==> src/rtl/uart_rx_ctrl.sv <==
// uart_rx_ctrl: UART receive frame sequencer (start detect, edge/bit counters, datapath enables, frame status).
// Optional break detection is compiled in with `define UART_RX_BREAK_DET_EN.
`timescale 1ns/1ps
module uart_rx_ctrl #(
    parameter int unsigned DATA_WIDTH = 8,
    parameter int unsigned PRESCALE_W = 6
) (
    input  logic                  CLK,
    input  logic                  RST,
    input  logic                  RX_IN,
    input  logic                  PAR_EN,
    input  logic [PRESCALE_W-1:0] PRESCALE,
    input  logic                  sampled_bit,
    input  logic                  par_err,
    output logic [PRESCALE_W-1:0] edge_cnt,
    output logic [3:0]            bit_cnt,
    output logic                  dat_samp_en,
    output logic                  deser_en,
    output logic                  par_chk_en,
    output logic                  data_valid,
    output logic                  par_err_pulse,
    output logic                  frm_err_pulse,
    output logic                  break_det
);

    typedef enum logic [2:0] {IDLE, START, DATA, PARITY, STOP} state_t;

    localparam logic [3:0]            LAST_DATA_BIT = 4'(DATA_WIDTH);
    localparam logic [PRESCALE_W-1:0] ONE           = PRESCALE_W'(1);
    localparam logic [PRESCALE_W-1:0] TWO           = PRESCALE_W'(2);

    state_t                  state, next_state;
    logic [PRESCALE_W-1:0]   presc_q, last_edge, pen_edge, edge_cnt_nx;
    logic [3:0]              bit_cnt_nx;
    logic                    par_en_q, par_flag, par_flag_nx;
    logic                    at_last, frame_start, brk_hold;
    logic                    dat_samp_en_nx, deser_en_nx, par_chk_en_nx;
    logic                    data_valid_nx, par_err_pulse_nx, frm_err_pulse_nx;
`ifdef UART_RX_BREAK_DET_EN
    logic                    data_or, data_or_nx, brk_hold_nx, break_nx;
    logic [PRESCALE_W-1:0]   hi_cnt, hi_cnt_nx;
`else
    assign brk_hold  = 1'b0;
    assign break_det = 1'b0;
`endif

    // Bit timing uses the prescale latched at frame start, not the live input.
    assign last_edge   = presc_q - ONE;
    assign pen_edge    = presc_q - TWO;
    assign at_last     = (edge_cnt == last_edge);
    assign frame_start = (state == IDLE) && (next_state == START);

    always_ff @(posedge CLK or negedge RST) begin
        if (!RST) state <= IDLE;
        else      state <= next_state;
    end

    always_comb begin
        next_state = state;
        case (state)
            IDLE:    if (!RX_IN && !brk_hold) next_state = START;
            START:   if (at_last) next_state = sampled_bit ? IDLE : DATA;
            DATA:    if (at_last && (bit_cnt == LAST_DATA_BIT))
                         next_state = par_en_q ? PARITY : STOP;
            PARITY:  if (at_last) next_state = STOP;
            STOP:    if (at_last) next_state = IDLE;
            default: next_state = IDLE;
        endcase
    end

    always_comb begin
        edge_cnt_nx      = '0;
        bit_cnt_nx       = '0;
        dat_samp_en_nx   = (next_state != IDLE);
        deser_en_nx      = (state == DATA) && at_last;
        par_chk_en_nx    = (state == PARITY) && (edge_cnt == pen_edge);
        data_valid_nx    = 1'b0;
        par_err_pulse_nx = 1'b0;
        frm_err_pulse_nx = 1'b0;
        par_flag_nx      = par_flag;
`ifdef UART_RX_BREAK_DET_EN
        data_or_nx       = data_or;
        break_nx         = 1'b0;
        brk_hold_nx      = brk_hold;
        hi_cnt_nx        = '0;
`endif
        if ((state != IDLE) && (next_state != IDLE)) begin
            if (at_last) begin
                bit_cnt_nx = bit_cnt + 4'd1;
            end else begin
                edge_cnt_nx = edge_cnt + ONE;
                bit_cnt_nx  = bit_cnt;
            end
        end

        if (frame_start) begin
            par_flag_nx = 1'b0;
`ifdef UART_RX_BREAK_DET_EN
            data_or_nx  = 1'b0;
`endif
        end else if ((state == STOP) && (edge_cnt == ONE) && par_en_q) begin
            par_flag_nx = par_flag | par_err;
        end

`ifdef UART_RX_BREAK_DET_EN
        if ((state == DATA) && at_last) data_or_nx = data_or | sampled_bit;
`endif

        // Framing error outranks parity; an all-zero break frame outranks framing.
        if ((state == STOP) && at_last) begin
            if (!sampled_bit) begin
`ifdef UART_RX_BREAK_DET_EN
                if (!data_or) break_nx = 1'b1;
                else          frm_err_pulse_nx = 1'b1;
`else
                frm_err_pulse_nx = 1'b1;
`endif
            end else if (par_flag) begin
                par_err_pulse_nx = 1'b1;
            end else begin
                data_valid_nx = 1'b1;
            end
        end

`ifdef UART_RX_BREAK_DET_EN
        // After a break, stay idle until the line has been high a full bit period.
        if ((state == IDLE) && brk_hold && RX_IN) begin
            if (hi_cnt == last_edge) brk_hold_nx = 1'b0;
            else                     hi_cnt_nx   = hi_cnt + ONE;
        end
        if (break_nx) brk_hold_nx = 1'b1;
`endif
    end

    always_ff @(posedge CLK or negedge RST) begin
        if (!RST) begin
            edge_cnt      <= '0;
            bit_cnt       <= '0;
            presc_q       <= '0;
            par_en_q      <= 1'b0;
            par_flag      <= 1'b0;
            dat_samp_en   <= 1'b0;
            deser_en      <= 1'b0;
            par_chk_en    <= 1'b0;
            data_valid    <= 1'b0;
            par_err_pulse <= 1'b0;
            frm_err_pulse <= 1'b0;
`ifdef UART_RX_BREAK_DET_EN
            data_or       <= 1'b0;
            brk_hold      <= 1'b0;
            hi_cnt        <= '0;
            break_det     <= 1'b0;
`endif
        end else begin
            if (frame_start) begin
                presc_q  <= PRESCALE;
                par_en_q <= PAR_EN;
            end
            edge_cnt      <= edge_cnt_nx;
            bit_cnt       <= bit_cnt_nx;
            par_flag      <= par_flag_nx;
            dat_samp_en   <= dat_samp_en_nx;
            deser_en      <= deser_en_nx;
            par_chk_en    <= par_chk_en_nx;
            data_valid    <= data_valid_nx;
            par_err_pulse <= par_err_pulse_nx;
            frm_err_pulse <= frm_err_pulse_nx;
`ifdef UART_RX_BREAK_DET_EN
            data_or       <= data_or_nx;
            brk_hold      <= brk_hold_nx;
            hi_cnt        <= hi_cnt_nx;
            break_det     <= break_nx;
`endif
        end
    end

endmodule
==> config.mk <==
export PLATFORM = sky130hd
export DESIGN_NAME = uart_rx_ctrl
export DESIGN_NICKNAME = d
export VERILOG_FILES = /design/src/rtl/uart_rx_ctrl.sv
export SDC_FILE = /design/constraint.sdc
export NUM_CORES = 1
export LEC_CHECK = 0
export CAP_MARGIN = 30
export CORE_MARGIN = 4
export CORE_UTILIZATION = 46
export DETAILED_ROUTE_END_ITERATION = 8
export PLACE_DENSITY = 0.75
export SYNTH_ARGS = -nofsm -noshare
export SYNTH_HDL_FRONTEND = slang
export SYNTH_SLANG_ARGS = --single-unit
==> constraint.sdc <==
create_clock -name CLK -period 2.2 [get_ports CLK]
set_clock_uncertainty 0.05 [all_clocks]
set_input_delay 0.22 -clock CLK [delete_from_list [all_inputs] [get_ports CLK]]
set_output_delay 0.22 -clock CLK [all_outputs]
set_load 0.01 [all_outputs]
==> out/results.env <==
PRE_CTS_SLACK_NS=-0.0108
DRT_INITIAL_VIOLATIONS=99
WORST_EP_REQUIRED_TIME_NS=2.37
P_SEQ_SHARE_PCT=31.7
COMBINATIONALPOWERSHARE_PCT=59.8
PLACE.GP.CONGESTION=0.910
SETUP_VIOL=0
CP_CELL_SEQUENCE='inv_2, ha_4, xor2_2, and4_1, a32o_2, nand2_4, buf_12, a211oi_4, nor2_1'
WL_MET1_UM=1470
DPL.HPWL_UM=2660
NUMBER_OF_ENABLE_FLIP_FLOP_CELLS_AFTER_SYNTHESIS=0
CTS.REPORTEDPATHS.CLKPINSLEW_NS=0.14
DIE_Y_UM=66.1
CTS_INSERTED_BUFFERS=3
SYNTHESIS.AREA_MM2=0.00155
HIGHEST_LAYER='met4'
STARTING_UTILIZATION_OF_THE_CORE_AREA_PCT=49.2
TOTAL_VIA_COUNT_IN_THE_ROUTED_DESIGN=1257
GRT_ANTENNA_BEFORE_REPAIR=0
WL_MET3_UM=132
CTS_BUFFER_DEPTH=2
ANTENNA_CELLS_INSERTED=0
WORSTHOLDPATHTYPE='input port to asynchronous set/reset pin'
YOSYSWARNINGCOUNT=0
NUMBER_OF_DISTINCT_STANDARD_CELLS_REFERENCED_BY_THE_SYNTHESIZED_NETLIST=43
CPMAXSTAGEDELAYCELL='sky130_fd_sc_hd__dfrtp_1'
GLOBAL_ROUTE_WIRE_LENGTH_BEFORE_REPAIR_UM=5800
LEAKAGEPOWER_nW=0.916
NETS_FINISH=215
DR.PASS1.ITERS=4
IO_BUFFERS=27
RUN_STATUS='finished clean'
VIA_COUNT_OF_THE_FIRST_GLOBAL_ROUTING_PASS=1268
FINALWORSTPATHREQUIREDPERIOD_NS=2.14
DIE_X_UM=66.1
CP_NUM_BUF_INV=2
CLKPWRFRAC_PCT=8.5
SWITCHINGPOWER_mW=1.08
FINALHOLDVIOLCOUNT=0
SYNTHESIZED_NET_COUNT=177
NET_SWITCHING_SHARE_OF_THE_TOTAL_POWER_PCT=42.6
CRITPATHARRIVALTIME_NS=2.31
CRITPATHLAUNCHTYPE='register'
CLK_ROOT_BUFFER_CELL='sky130_fd_sc_hd__clkbuf_4'
FINALHOLDWORSTSLACK_NS=0.194
POWER.IR.VDD_WORST_uV=893
CLOCK-SINKS=27
FMAX_GHz=0.468
CORE_AREA_MM2=0.00315
CELLINTERNALPOWER_mW=1.46
CLOCK_INSERTION_DELAY_WORST_SKEW_NS=0.32
LAYOUT_CELL_SHARE_WITH_DRIVE_STRENGTH_BEYOND_1_PCT=18.5
DRT.ANTENNA.VIOLATING_NETS=0
GLOBALROUTETOTALUTIL_PCT=17.4
DIE_AREA_MM2=0.00437
ROWS=20
PIN_COUNT_OF_THE_BIGGEST_NET_ENTERING_GLOBAL_ROUTING=28
CRIT_TYPE='register to register'
ASYNCSETRESETFLOPFRACSYNTH_PCT=100
CLOCK_TREE_FROM_TRITONCTS='done'
SYNTHESIS.INSTANCES=158
PORTS=29
DRC=0
ROUTEDWLPERCELL_UM=15.1
MAXSLEWVIOLCOUNT=0
SETUP_SLACK_NS=0.0628
FINAL_MIN_PERIOD_OVER_CLOCK_PERIOD_PCT=97.1
TIMING.CRITICAL_PATH.TO_TYPE='register'
CAP_VIOLATIONS=0
MET2_WIRELENGTH_UM=1940
CPPEAKSTAGEDELAY_NS=0.43
POWERDENSITY_mW_PER_MM2=1240
SYNTH_TOP_FLOP_CELL='sky130_fd_sc_hd__dfrtp_1'
SYN_AVG_CELL_AREA_UM2=9.83
SYNTHTOLAYOUTAREAGROWTH_PCT=31.6
VIASPERCELL=5.26
SEQ_AREA_FRAC_SYNTH_PCT=43.5
CRITPATHMAXFANOUT=9
GRT-OVFL-TOTAL=0
YS_FF_LATCH=27
CTSHTREEMAXLEVEL=1
DRT-TOTAL-WL_UM=3600
TIMING.CRITICAL_PATH.MAX_DELAY_FAMILY='compound AO/OA/AOI/OAI gates'
## cells in the final DEF (no fill, tap or decap), types with 2 or more instances in the layout
cell and count:
sky130_fd_sc_hd__inv_1 7, sky130_fd_sc_hd__mux2_2 3, sky130_fd_sc_hd__nor3_1 3, sky130_fd_sc_hd__and2_1 2, sky130_fd_sc_hd__nand2_1 10, sky130_fd_sc_hd__buf_4 13, sky130_fd_sc_hd__ha_1 5, sky130_fd_sc_hd__and3_1 2
sky130_fd_sc_hd__dfrtp_1 27, sky130_fd_sc_hd__a21oi_1 3, sky130_fd_sc_hd__xnor2_1 7, sky130_fd_sc_hd__xor2_1 9, sky130_fd_sc_hd__a31oi_1 2, sky130_fd_sc_hd__nand3_1 5, sky130_fd_sc_hd__clkbuf_4 3, sky130_fd_sc_hd__nor2b_1 3
sky130_fd_sc_hd__nand4b_1 2, sky130_fd_sc_hd__nor2_1 25, sky130_fd_sc_hd__mux2i_1 2, sky130_fd_sc_hd__clkdlybuf4s50_1 27, sky130_fd_sc_hd__nor4_1 2, sky130_fd_sc_hd__ha_4 2, sky130_fd_sc_hd__o21ai_0 6
## worst paths after layout
| kind | startpoint | endpoint | slack (ns) | depth (start not counted) |
|---|---|---|---|---|
| setup / recovery | presc_q[1] | bit_cnt[1] | 0.06 | 9 |
| hold / removal | RST | par_err_pulse | 0.19 | 2 |
| setup reg to reg | presc_q[1] | bit_cnt[1] | 0.06 | 9 |
| hold reg to reg | par_flag | data_valid | 0.43 | 1 |
| max in group asynchronous | RST | par_chk_en | 1.66 | 2 |
| min in group CLK | PAR_EN | par_en_q | 0.38 | 3 |
## state kept, by name, indices dropped and copies added (netlist names)
register and flops:
par_en_q 1, par_chk_en 1, bit_cnt 4, presc_q 6, edge_cnt 6, par_err_pulse 1, dat_samp_en 1, deser_en 1
frm_err_pulse 1, data_valid 1, par_flag 1, state 3
## power groups by stage
stage                     sequential [mW]  clock [mW]  combinational (mW)
after floorplan                     0.786           0               0.910
after global placement              0.808           0                1.25
after detailed placement            0.816           0                1.30
after CTS                           0.805       0.222                1.33
after global routing                0.826       0.243                1.65
final                               0.805       0.215                1.52
## cells by family (layout without fill, tap and decap cells)
family          count (synthesis)  count (layout)  share of synthesized area, %
mux                             6               6                          4.19
flops                          27              27                          43.5
other cells                     1               1                         0.242
buf+inv                        16              53                          4.67
compound gates                 21              21                          10.4
fa+ha+maj                       7               7                          5.64
xor+xnor                       18              18                          10.6
simple gates                   62              62                          20.7
## area by class of cell
type | count | area [um2]
Timing Repair Buffer | 41 | 388
Tap cell | 44 | 55.1
Sequential cell | 27 | 676
Clock buffer | 4 | 26.3
Inverter | 8 | 30.0
Multi-Input combinational cell | 115 | 868
Fill cell | 268 | 1110
## cells in the mapped netlist, types with 2 or more instances
library cell | instances | area, um2
sky130_fd_sc_hd__nor4_1 | 3 | 18.8
sky130_fd_sc_hd__nand2_1 | 10 | 37.5
sky130_fd_sc_hd__nand4b_1 | 2 | 17.5
sky130_fd_sc_hd__ha_1 | 7 | 87.6
sky130_fd_sc_hd__dfrtp_1 | 27 | 676
sky130_fd_sc_hd__xnor2_1 | 7 | 61.3
sky130_fd_sc_hd__nor2b_1 | 3 | 18.8
sky130_fd_sc_hd__nor2_1 | 25 | 93.8
sky130_fd_sc_hd__and2_1 | 2 | 12.5
sky130_fd_sc_hd__and3_1 | 2 | 12.5
sky130_fd_sc_hd__nand3_1 | 5 | 25.0
sky130_fd_sc_hd__a31oi_1 | 2 | 12.5
sky130_fd_sc_hd__clkbuf_1 | 5 | 18.8
sky130_fd_sc_hd__mux2_2 | 3 | 33.8
sky130_fd_sc_hd__nor3_1 | 3 | 15.0
sky130_fd_sc_hd__xor2_1 | 10 | 87.6
sky130_fd_sc_hd__o21ai_0 | 6 | 30.0
sky130_fd_sc_hd__mux2i_1 | 2 | 20.0
sky130_fd_sc_hd__inv_1 | 8 | 30.0
sky130_fd_sc_hd__a21oi_1 | 3 | 15.0
## what timing repair did
item,4_1_cts,5_1_grt
endpoints found under the setup margin,6,15
setup buffers,1,2
hold buffers,0,0
pin swaps,0,3
gates resized for setup,2,8
## stage by stage
stage	power [mW]	instances	instance area [um2]	utilization [%]	TNS (ns)
6_report	2.54	239	2040	64.8	0
4_1_cts	2.36	237	1970	62.6	0
3_3_place_gp	2.06	232	1940	61.4	0
3_5_place_dp	2.11	232	1940	61.4	-0.0190
5_1_grt	2.71	239	2040	64.8	-0.161
2_1_floorplan	1.70	158	1550	-	0
## routing by layer
layer / GRT usage (%) / vias to the layer above
met1: 19.0 / 622
li1: - / 599
met5: 0 / -
met3: 3.23 / 6
met4: 5.84 / 0
met2: 33.1 / 30
No activity file was read; power rests on OpenSTA's default activity.
